--- src/rtl/burst_config_memory.sv ---
// Configuration register file with random writes, a burst loader, a sequential
// clear engine and a sticky out-of-range error flag; every word is exposed in parallel.
module burst_config_memory #(
    parameter int unsigned DEPTH = 102,
    parameter int unsigned WIDTH = 8,
    parameter int unsigned AW    = 8
) (
    input  logic                   clk,
    input  logic                   reset,
    input  logic [WIDTH-1:0]       data_in,
    input  logic [AW-1:0]          addr,
    input  logic                   write_enable,
    input  logic                   burst_start,
    input  logic [AW-1:0]          burst_len,
    input  logic                   data_valid,
    input  logic                   clear_start,
    input  logic                   err_clear,
    output logic [WIDTH-1:0]       data_out,
    output logic [DEPTH*WIDTH-1:0] all_data_out,
    output logic                   busy,
    output logic                   done,
    output logic                   err
);

    localparam logic [AW:0]   DEPTH_W  = (AW+1)'(DEPTH);
    localparam logic [AW-1:0] LAST_IDX = AW'(DEPTH - 1);

    typedef enum logic [1:0] {S_IDLE, S_BURST, S_CLEAR} state_t;

    state_t                 state_q, state_d;
    logic [AW-1:0]          ptr_q, ptr_d;
    logic [AW-1:0]          remaining_q, remaining_d;
    logic [AW-1:0]          last_addr_q, last_addr_d;
    logic                   busy_d, done_d, err_set;
    logic                   mem_we;
    logic [AW-1:0]          mem_waddr;
    logic [WIDTH-1:0]       mem_wdata;
    logic [DEPTH*WIDTH-1:0] mem_flat;
    logic [AW:0]            burst_end;
    logic                   burst_legal;
    logic                   addr_in_range;

    // Widened sum so a start near the top cannot wrap into a false pass
    assign burst_end     = {1'b0, addr} + {1'b0, burst_len};
    assign burst_legal   = (burst_len != '0) && (burst_end <= DEPTH_W);
    assign addr_in_range = ({1'b0, addr} < DEPTH_W);

    // State register
    always_ff @(posedge clk or posedge reset) begin
        if (reset) state_q <= S_IDLE;
        else       state_q <= state_d;
    end

    // Next-state logic; burst_start outranks clear_start outranks write_enable
    always_comb begin
        state_d = state_q;
        case (state_q)
            S_IDLE: begin
                if (burst_start) begin
                    if (burst_legal) state_d = S_BURST;
                end else if (clear_start) begin
                    state_d = S_CLEAR;
                end
            end
            S_BURST: if (data_valid && (remaining_q == AW'(1))) state_d = S_IDLE;
            S_CLEAR: if (ptr_q == LAST_IDX) state_d = S_IDLE;
            default: state_d = S_IDLE;
        endcase
    end

    // Datapath control and next values of the registered outputs
    always_comb begin
        mem_we      = 1'b0;
        mem_waddr   = ptr_q;
        mem_wdata   = data_in;
        ptr_d       = ptr_q;
        remaining_d = remaining_q;
        last_addr_d = last_addr_q;
        err_set     = 1'b0;
        done_d      = 1'b0;
        case (state_q)
            S_IDLE: begin
                if (burst_start) begin
                    if (burst_legal) begin
                        ptr_d       = addr;
                        remaining_d = burst_len;
                    end else begin
                        err_set = 1'b1;
                    end
                end else if (clear_start) begin
                    ptr_d = '0;
                end else if (write_enable) begin
                    if (addr_in_range) begin
                        mem_we      = 1'b1;
                        mem_waddr   = addr;
                        last_addr_d = addr;
                    end else begin
                        err_set = 1'b1;
                    end
                end
            end
            S_BURST: begin
                if (data_valid) begin
                    mem_we      = 1'b1;
                    last_addr_d = ptr_q;
                    ptr_d       = ptr_q + AW'(1);
                    remaining_d = remaining_q - AW'(1);
                    done_d      = (remaining_q == AW'(1));
                end
            end
            S_CLEAR: begin
                mem_we    = 1'b1;
                mem_wdata = '0;
                ptr_d     = ptr_q + AW'(1);
                if (ptr_q == LAST_IDX) begin
                    done_d      = 1'b1;
                    last_addr_d = '0;
                end
            end
            default: ;
        endcase
        busy_d = (state_d != S_IDLE);
    end

    // Control registers; a same-cycle error set wins over err_clear
    always_ff @(posedge clk or posedge reset) begin
        if (reset) begin
            ptr_q       <= '0;
            remaining_q <= '0;
            last_addr_q <= '0;
            busy        <= 1'b0;
            done        <= 1'b0;
            err         <= 1'b0;
        end else begin
            ptr_q       <= ptr_d;
            remaining_q <= remaining_d;
            last_addr_q <= last_addr_d;
            busy        <= busy_d;
            done        <= done_d;
            if (err_set)        err <= 1'b1;
            else if (err_clear) err <= 1'b0;
        end
    end

    // Storage, one register word per address
    for (genvar j = 0; j < DEPTH; j++) begin : g_word
        localparam logic [AW-1:0] IDX = AW'(j);
        always_ff @(posedge clk or posedge reset) begin
            if (reset)                          mem_flat[j*WIDTH +: WIDTH] <= '0;
            else if (mem_we && mem_waddr == IDX) mem_flat[j*WIDTH +: WIDTH] <= mem_wdata;
        end
    end

    assign all_data_out = mem_flat;

    // Readback of the most recently written word
    always_comb begin
        data_out = '0;
        for (int unsigned j = 0; j < DEPTH; j++) begin
            if (last_addr_q == AW'(j)) data_out = mem_flat[j*WIDTH +: WIDTH];
        end
    end

endmodule

--- config.mk ---
export PLATFORM = sky130hd
export DESIGN_NAME = burst_config_memory
export DESIGN_NICKNAME = d
export VERILOG_FILES = /design/src/rtl/burst_config_memory.sv
export SDC_FILE = /design/constraint.sdc
export NUM_CORES = 2
export LEC_CHECK = 0
export ABC_AREA = 1
export BUFFER_PORTS_ARGS = -buffer_cell sky130_fd_sc_hd__buf_4
export CAP_MARGIN = 5
export CORE_AREA = 2 2 337 339
export DETAILED_ROUTE_END_ITERATION = 12
export DIE_AREA = 0 0 339 341
export SYNTH_ARGS = -nofsm -noshare
export SYNTH_HDL_FRONTEND = slang
export SYNTH_SLANG_ARGS = --single-unit
export TNS_END_PERCENT = 30
--- constraint.sdc ---
create_clock -name clk -period 34.6 [get_ports clk]
set_input_delay 6.92 -clock clk [delete_from_list [all_inputs] [get_ports clk]]
set_output_delay 6.92 -clock clk [all_outputs]
set_load 0.1 [all_outputs]
# Word-level counts from Yosys, hierarchy flattened

Index checks and enable logic that the tools add are counted.

Add/sub/neg operators: 3
Multipliers: 0
Div/mod/pow operators: 0
Magnitude comparators: 2
Equal/unequal tests: 216
Shift operators: 0
Mux-type cells: 147
Bitwise logic cells: 0
Reduce and logical (&&, ||, !) cells: 115

Operators with widths:

| kind                                                 | number |
|---|---|
| two-way mux 8 bit                                    | 121 |
| == test 8 x 7 -> 1 bit (second input constant)       | 77 |
| == test 8 x 6 -> 1 bit (second input constant)       | 64 |
| == test 8 x 5 -> 1 bit (second input constant)       | 32 |
| == test 8 x 4 -> 1 bit (second input constant)       | 16 |
| logical AND 1 bit                                    | 104 |
| == test 8 x 3 -> 1 bit (second input constant)       | 8 |
| one-hot mux 8 bit (3 select lines)                   | 2 |
| == test 8 x 2 -> 1 bit (second input constant)       | 4 |
| == test 8 x 1 -> 1 bit (second input constant)       | 3 |
| logical NOT 8 bit                                    | 2 |
| != test 2 bit (second input constant)                | 8 |
| one-hot mux 8 bit (2 select lines)                   | 1 |
| two-way mux 1 bit                                    | 15 |
| two-way mux 2 bit                                    | 5 |
| adder 8 x 8 -> 9 bit                                 | 1 |
| <= comparator 9 x 7 -> 1 bit (second input constant) | 1 |
| adder 8 x 1 -> 8 bit (second input constant)         | 1 |
| < comparator 8 x 7 -> 1 bit (second input constant)  | 1 |
| AND reduction 4 bit                                  | 2 |
| nonzero test 8 bit                                   | 1 |
| subtractor 8 x 1 -> 8 bit (second input constant)    | 1 |
| AND reduction 7 bit                                  | 1 |
| != test 3 bit (second input constant)                | 2 |
| 8 further kinds                                      | 10 |

Register bits: 845
Latch bits: 0
Memory bits (writable): 0
Bits in read-only memories: 0
Input bits: 31
Output and inout port bits: 827
Word-level logic and storage cells: 592
Memories: 0

# Depth between registers and ports, before layout

Depth in word-level cells: 103
Mapped depth: 62

# Worst setup path before layout

No wires, ideal clock.

Path type: register to output
Start point: register mem_flat[10], in the netlist all_data_out[10]
End point: output port data_out[2]
Data arrival time: 5196 ps
Path slack: 22484 ps
Stages on the path, launching flop included: 57
Buffers on the path: 0
Cell sequence: dfrtp_1 nand3_1 nand2_1 nor2_1 nand4_1 nand2_1 nand4_1 nand2_1 nand4_1 nand2_1 nand3_1 nand2_1 nand3_1 nand2_1 nand4_1 nand2_1 nand3_1 nand2_1 (+21 left out) nand2_1 nand3_1 nand2_1 nand4_1 nand2_1 nand4_1 nand2_1 nand4_1 nor2_1 nand4_1 nand2_1 nand4_1 nor2_1 nand4_1 nand2_1 nand3_1 nand2_1 nand4_1

Word-level cells in the longest chain between the ends: 101

Ends and longest elaborated chain:

| element                           | RTL line | RTL |
|---|---|---|
| start: declaration                | 38       | `logic [DEPTH*WIDTH-1:0] mem_flat;` |
| start signal: indexed assignment  | 150      | `else if (mem_we && mem_waddr == IDX) mem_flat[j*WIDTH +: WIDTH] <= mem_wdata;` |
| two-way mux 8 bit (101 in series) | 160      | `if (last_addr_q == AW'(j)) data_out = mem_flat[j*WIDTH +: WIDTH];` |
| end: declaration                  | 18       | `output logic [WIDTH-1:0] data_out,` |

Every way passes these cells.

# Final worst setup path

Start point: register last_addr_q[4]
End point: output port data_out[4]

Word-level cells in the longest chain between the ends: 103
Elaborated cells on any way between the ends: 204
Classes of those cells: 101 x eq/ne; 102 x mux; 1 x reduce/logical

Ends and longest elaborated chain:

| element                           | RTL line | RTL |
|---|---|---|
| start: declaration                | 33       | `logic [AW-1:0] last_addr_q, last_addr_d;` |
| start signal: assignment          | 137      | `last_addr_q <= last_addr_d;` |
| logical NOT 8 bit                 | 160      |  |
| two-way mux 8 bit (101 in series) | 160      |  |
| two-way mux 8 bit *               | 160      |  |

Every way passes the cells marked *; elsewhere a longest branch is shown, timed or not.

==> metrics <==
number of H-tree levels=3; DRC=0; drt pass-1 iters=6; die height=341 um; Initial Util=0.348; Max-cap violations=0; post-synthesis sequential area ratio=0.544; hpwl dp=143000 um; commonest cells in the netlist=nand2_1, o21ai_0, dfrtp_1; CTS Hold Bufs=0; min cycle time layout=15.64 ns; Crit. End Element=output pin; via count=38365; synthesized area=38900 um^2; clock sinks=845; Die ar.=116000 um^2; synth top area cells=dfrtp_1, nand2_1, o21ai_0, nor2_1, inv_1; Final period util=0.452; HP Class=flop to flop; Max Fclk=64.0 MHz; PwrDens=108 nW/um^2; Compound-Gate Fraction of Synth Area=0.132; antenna violations before repair=5; Main synth FF type=dfrtp_1; die outline width=339 um; Synth Area in XOR/XNOR=0.00113; layout cells sized above 1=0.208; first-pass GRT wire length=272000 um; CTS tree=yes; simple-gate share of the synthesized area=0.262; cell count after placement=7134; WS Path Type=flop to output pin; fin. max-slew vios=0; gpl congestion=0.940; Leak=24.1 nW; r2r setup slk=30.11 ns; latest clock arrival within the worst-skew pair=0.68 ns; DR top layer=met4; final setup skew=0.0176 ns; Routed Antenna Nets=0; via/cell ratio=5.25; slew margin rel.=0.122; crit path launch type=flop; vias in the first global route=36459; final hold vios=0; status=completed; main combinational cell family by area after synthesis=simple AND/OR/NAND/NOR gates; Overflow after GRT=0; Post-Syn Instances=4949; Gates resized, CTS repair=0; TNS Setup=0 ns; crit path max fanout=13; top cell type's share of synthesized area=0.544; layout net count=5780; postcts setup bufs=0; Critical-path top delay cell=dfrtp_1; synth warn=0; Core Area=112000 um^2; RSZ-0062 raised after global routing=false; cell taking the most area after synthesis=dfrtp_1; GRT Util Overall=0.324; M1 WL=76100 um; row count=123; Finished Layout Cells=7313; EDFF count, synth=0; CP required=27.68 ns; multiplexer share of the synthesized area=0.000290; I/O pins=858; worst slew pin tran=1.31 ns; Post-Synth Adder-Cell Area=0.00598; Detailed Route Iter0 Violations=3999; Placed Area=46900 um^2; Fill cells=11171; Mean Syn Cell Area=7.86 um^2; Final setup violation count=0; buffers added on ports=857; Max Root-Sink Buffers=3; clk slew on worst S/H paths=0.06 ns; Worst VDD drop=0.0000844 V; met3 routed WL=17000 um; most common cell in the synthesized netlist=nand2_1; cts bufs inserted=95; wire per inst=26.2 um; DR WL met2=91000 um; Antenna diodes=0; DRT Wirelength=192000 um; Post-synth ARST share=1.00; crit path DAT=8.72 ns; Synth cell types=41; Area Growth Syn to Fin=29.0%; Yosys reg bits=845; fin area=50200 um^2; Crit path largest cell delay=0.42 ns; most frequent CP cell=nand2_1; Root Driver=clkbuf_16; Synth Net Count=4998; largest net degree at the start of global routing=146
==> metrics by stage <==
stage	util	hold slack, ns	power [mW]	setup WS (ns)
after detailed placement	0.419	0.489	4.34	19.83
after global routing	0.448	0.523	5.57	18.31
after floorplan	-	0.519	3.46	3.94
after CTS	0.448	0.504	5.41	19.06
final	0.448	0.508	5.41	18.96
after global placement	0.419	0.486	4.32	19.89
==> layout make-up <==
cell class	count	area, um^2	share of cell area
Clock inverter	44	520	0.0104
Multi-Input combinational cell	3540	15700	0.313
Sequential cell	845	21100	0.421
Inverter	339	1280	0.0255
Clock buffer	135	2780	0.0555
Timing Repair Buffer	910	6840	0.136
Tap cell	1500	1880	0.0374
==> worst max-delay path: cells and delay by family (launching register included) <==
kind | cells | cell delay, ns
and+or+nand+nor | 55 | 6.67
buffers and inverters | 3 | 0.58
AOI/OAI and AO/OA | 2 | 0.36
DFF | 1 | 0.42
==> logic make-up (layout without fill, tap and decap cells) <==
kind of cell | count (synthesis) | after routing
simple gates | 2509 | 2509
compound gates | 1007 | 1007
flops | 845 | 845
buf+inv | 564 | 1428
fa+ha+maj | 18 | 18
xor+xnor | 5 | 5
mux | 1 | 1
==> per-layer routing <==
layer,vias to the layer above,GRT usage
met2,1892,0.535
met3,313,0.0785
li1,17612,-
met5,-,0
met1,18548,0.410
met4,0,0.125
==> report_power, final <==
part           internal, mW  switching (mW)
clock                 0.642           0.437
combinational         0.458            2.35
sequential             1.22           0.306
==> flip-flops by register name, summed over array words and instances, names as in the netlist <==
register / flops
all_data_out: 816
last_addr_q: 8
ptr_q: 8
remaining_q: 8
state_q: 2
busy: 1
done: 1
err: 1
==> worst paths after layout <==
check	startpoint	to	cells past startpoint
worst max-delay path	last_addr_q[4]	data_out[4]	60
worst min-delay path	all_data_out[335]	all_data_out[335]	2
worst max register to register	state_q[1]	all_data_out[655]	11
worst min register to register	all_data_out[335]	all_data_out[335]	2
max in group asynchronous	reset	all_data_out[553]	5
min in group asynchronous	reset	all_data_out[118]	2
==> layout by cell type (no fill, tap or decap), drive strengths merged <==
| cell | Yosys | routed |
|---|---|---|
| a221oi | 2 | 2 |
| clkinvlp | 0 | 4 |
| o22ai | 10 | 10 |
| o221ai | 2 | 2 |
| a211oi | 1 | 1 |
| o32ai | 4 | 4 |
| ha | 17 | 17 |
| bufinv | 0 | 11 |
| nor2 | 347 | 347 |
| o211ai | 6 | 6 |
| nand2 | 1826 | 1826 |
| a21oi | 90 | 90 |
| xor2 | 4 | 4 |
| dfrtp | 845 | 845 |
| mux2 | 1 | 1 |
| o21bai | 2 | 2 |
| inv | 332 | 335 |
| fa | 1 | 1 |
| a22oi | 1 | 1 |
| buf | 4 | 910 |
| nor3 | 12 | 12 |
| and3 | 4 | 4 |
| o311a | 1 | 1 |
| o21ai | 880 | 880 |
| o31ai | 5 | 5 |
| nand3 | 82 | 82 |
| xnor2 | 1 | 1 |
| a31oi | 3 | 3 |
| nand4 | 154 | 154 |
| or2 | 80 | 80 |
| nor4 | 4 | 4 |
| clkbuf | 221 | 135 |
| clkinv | 7 | 33 |
No activity file was read; power rests on OpenSTA's default activity.
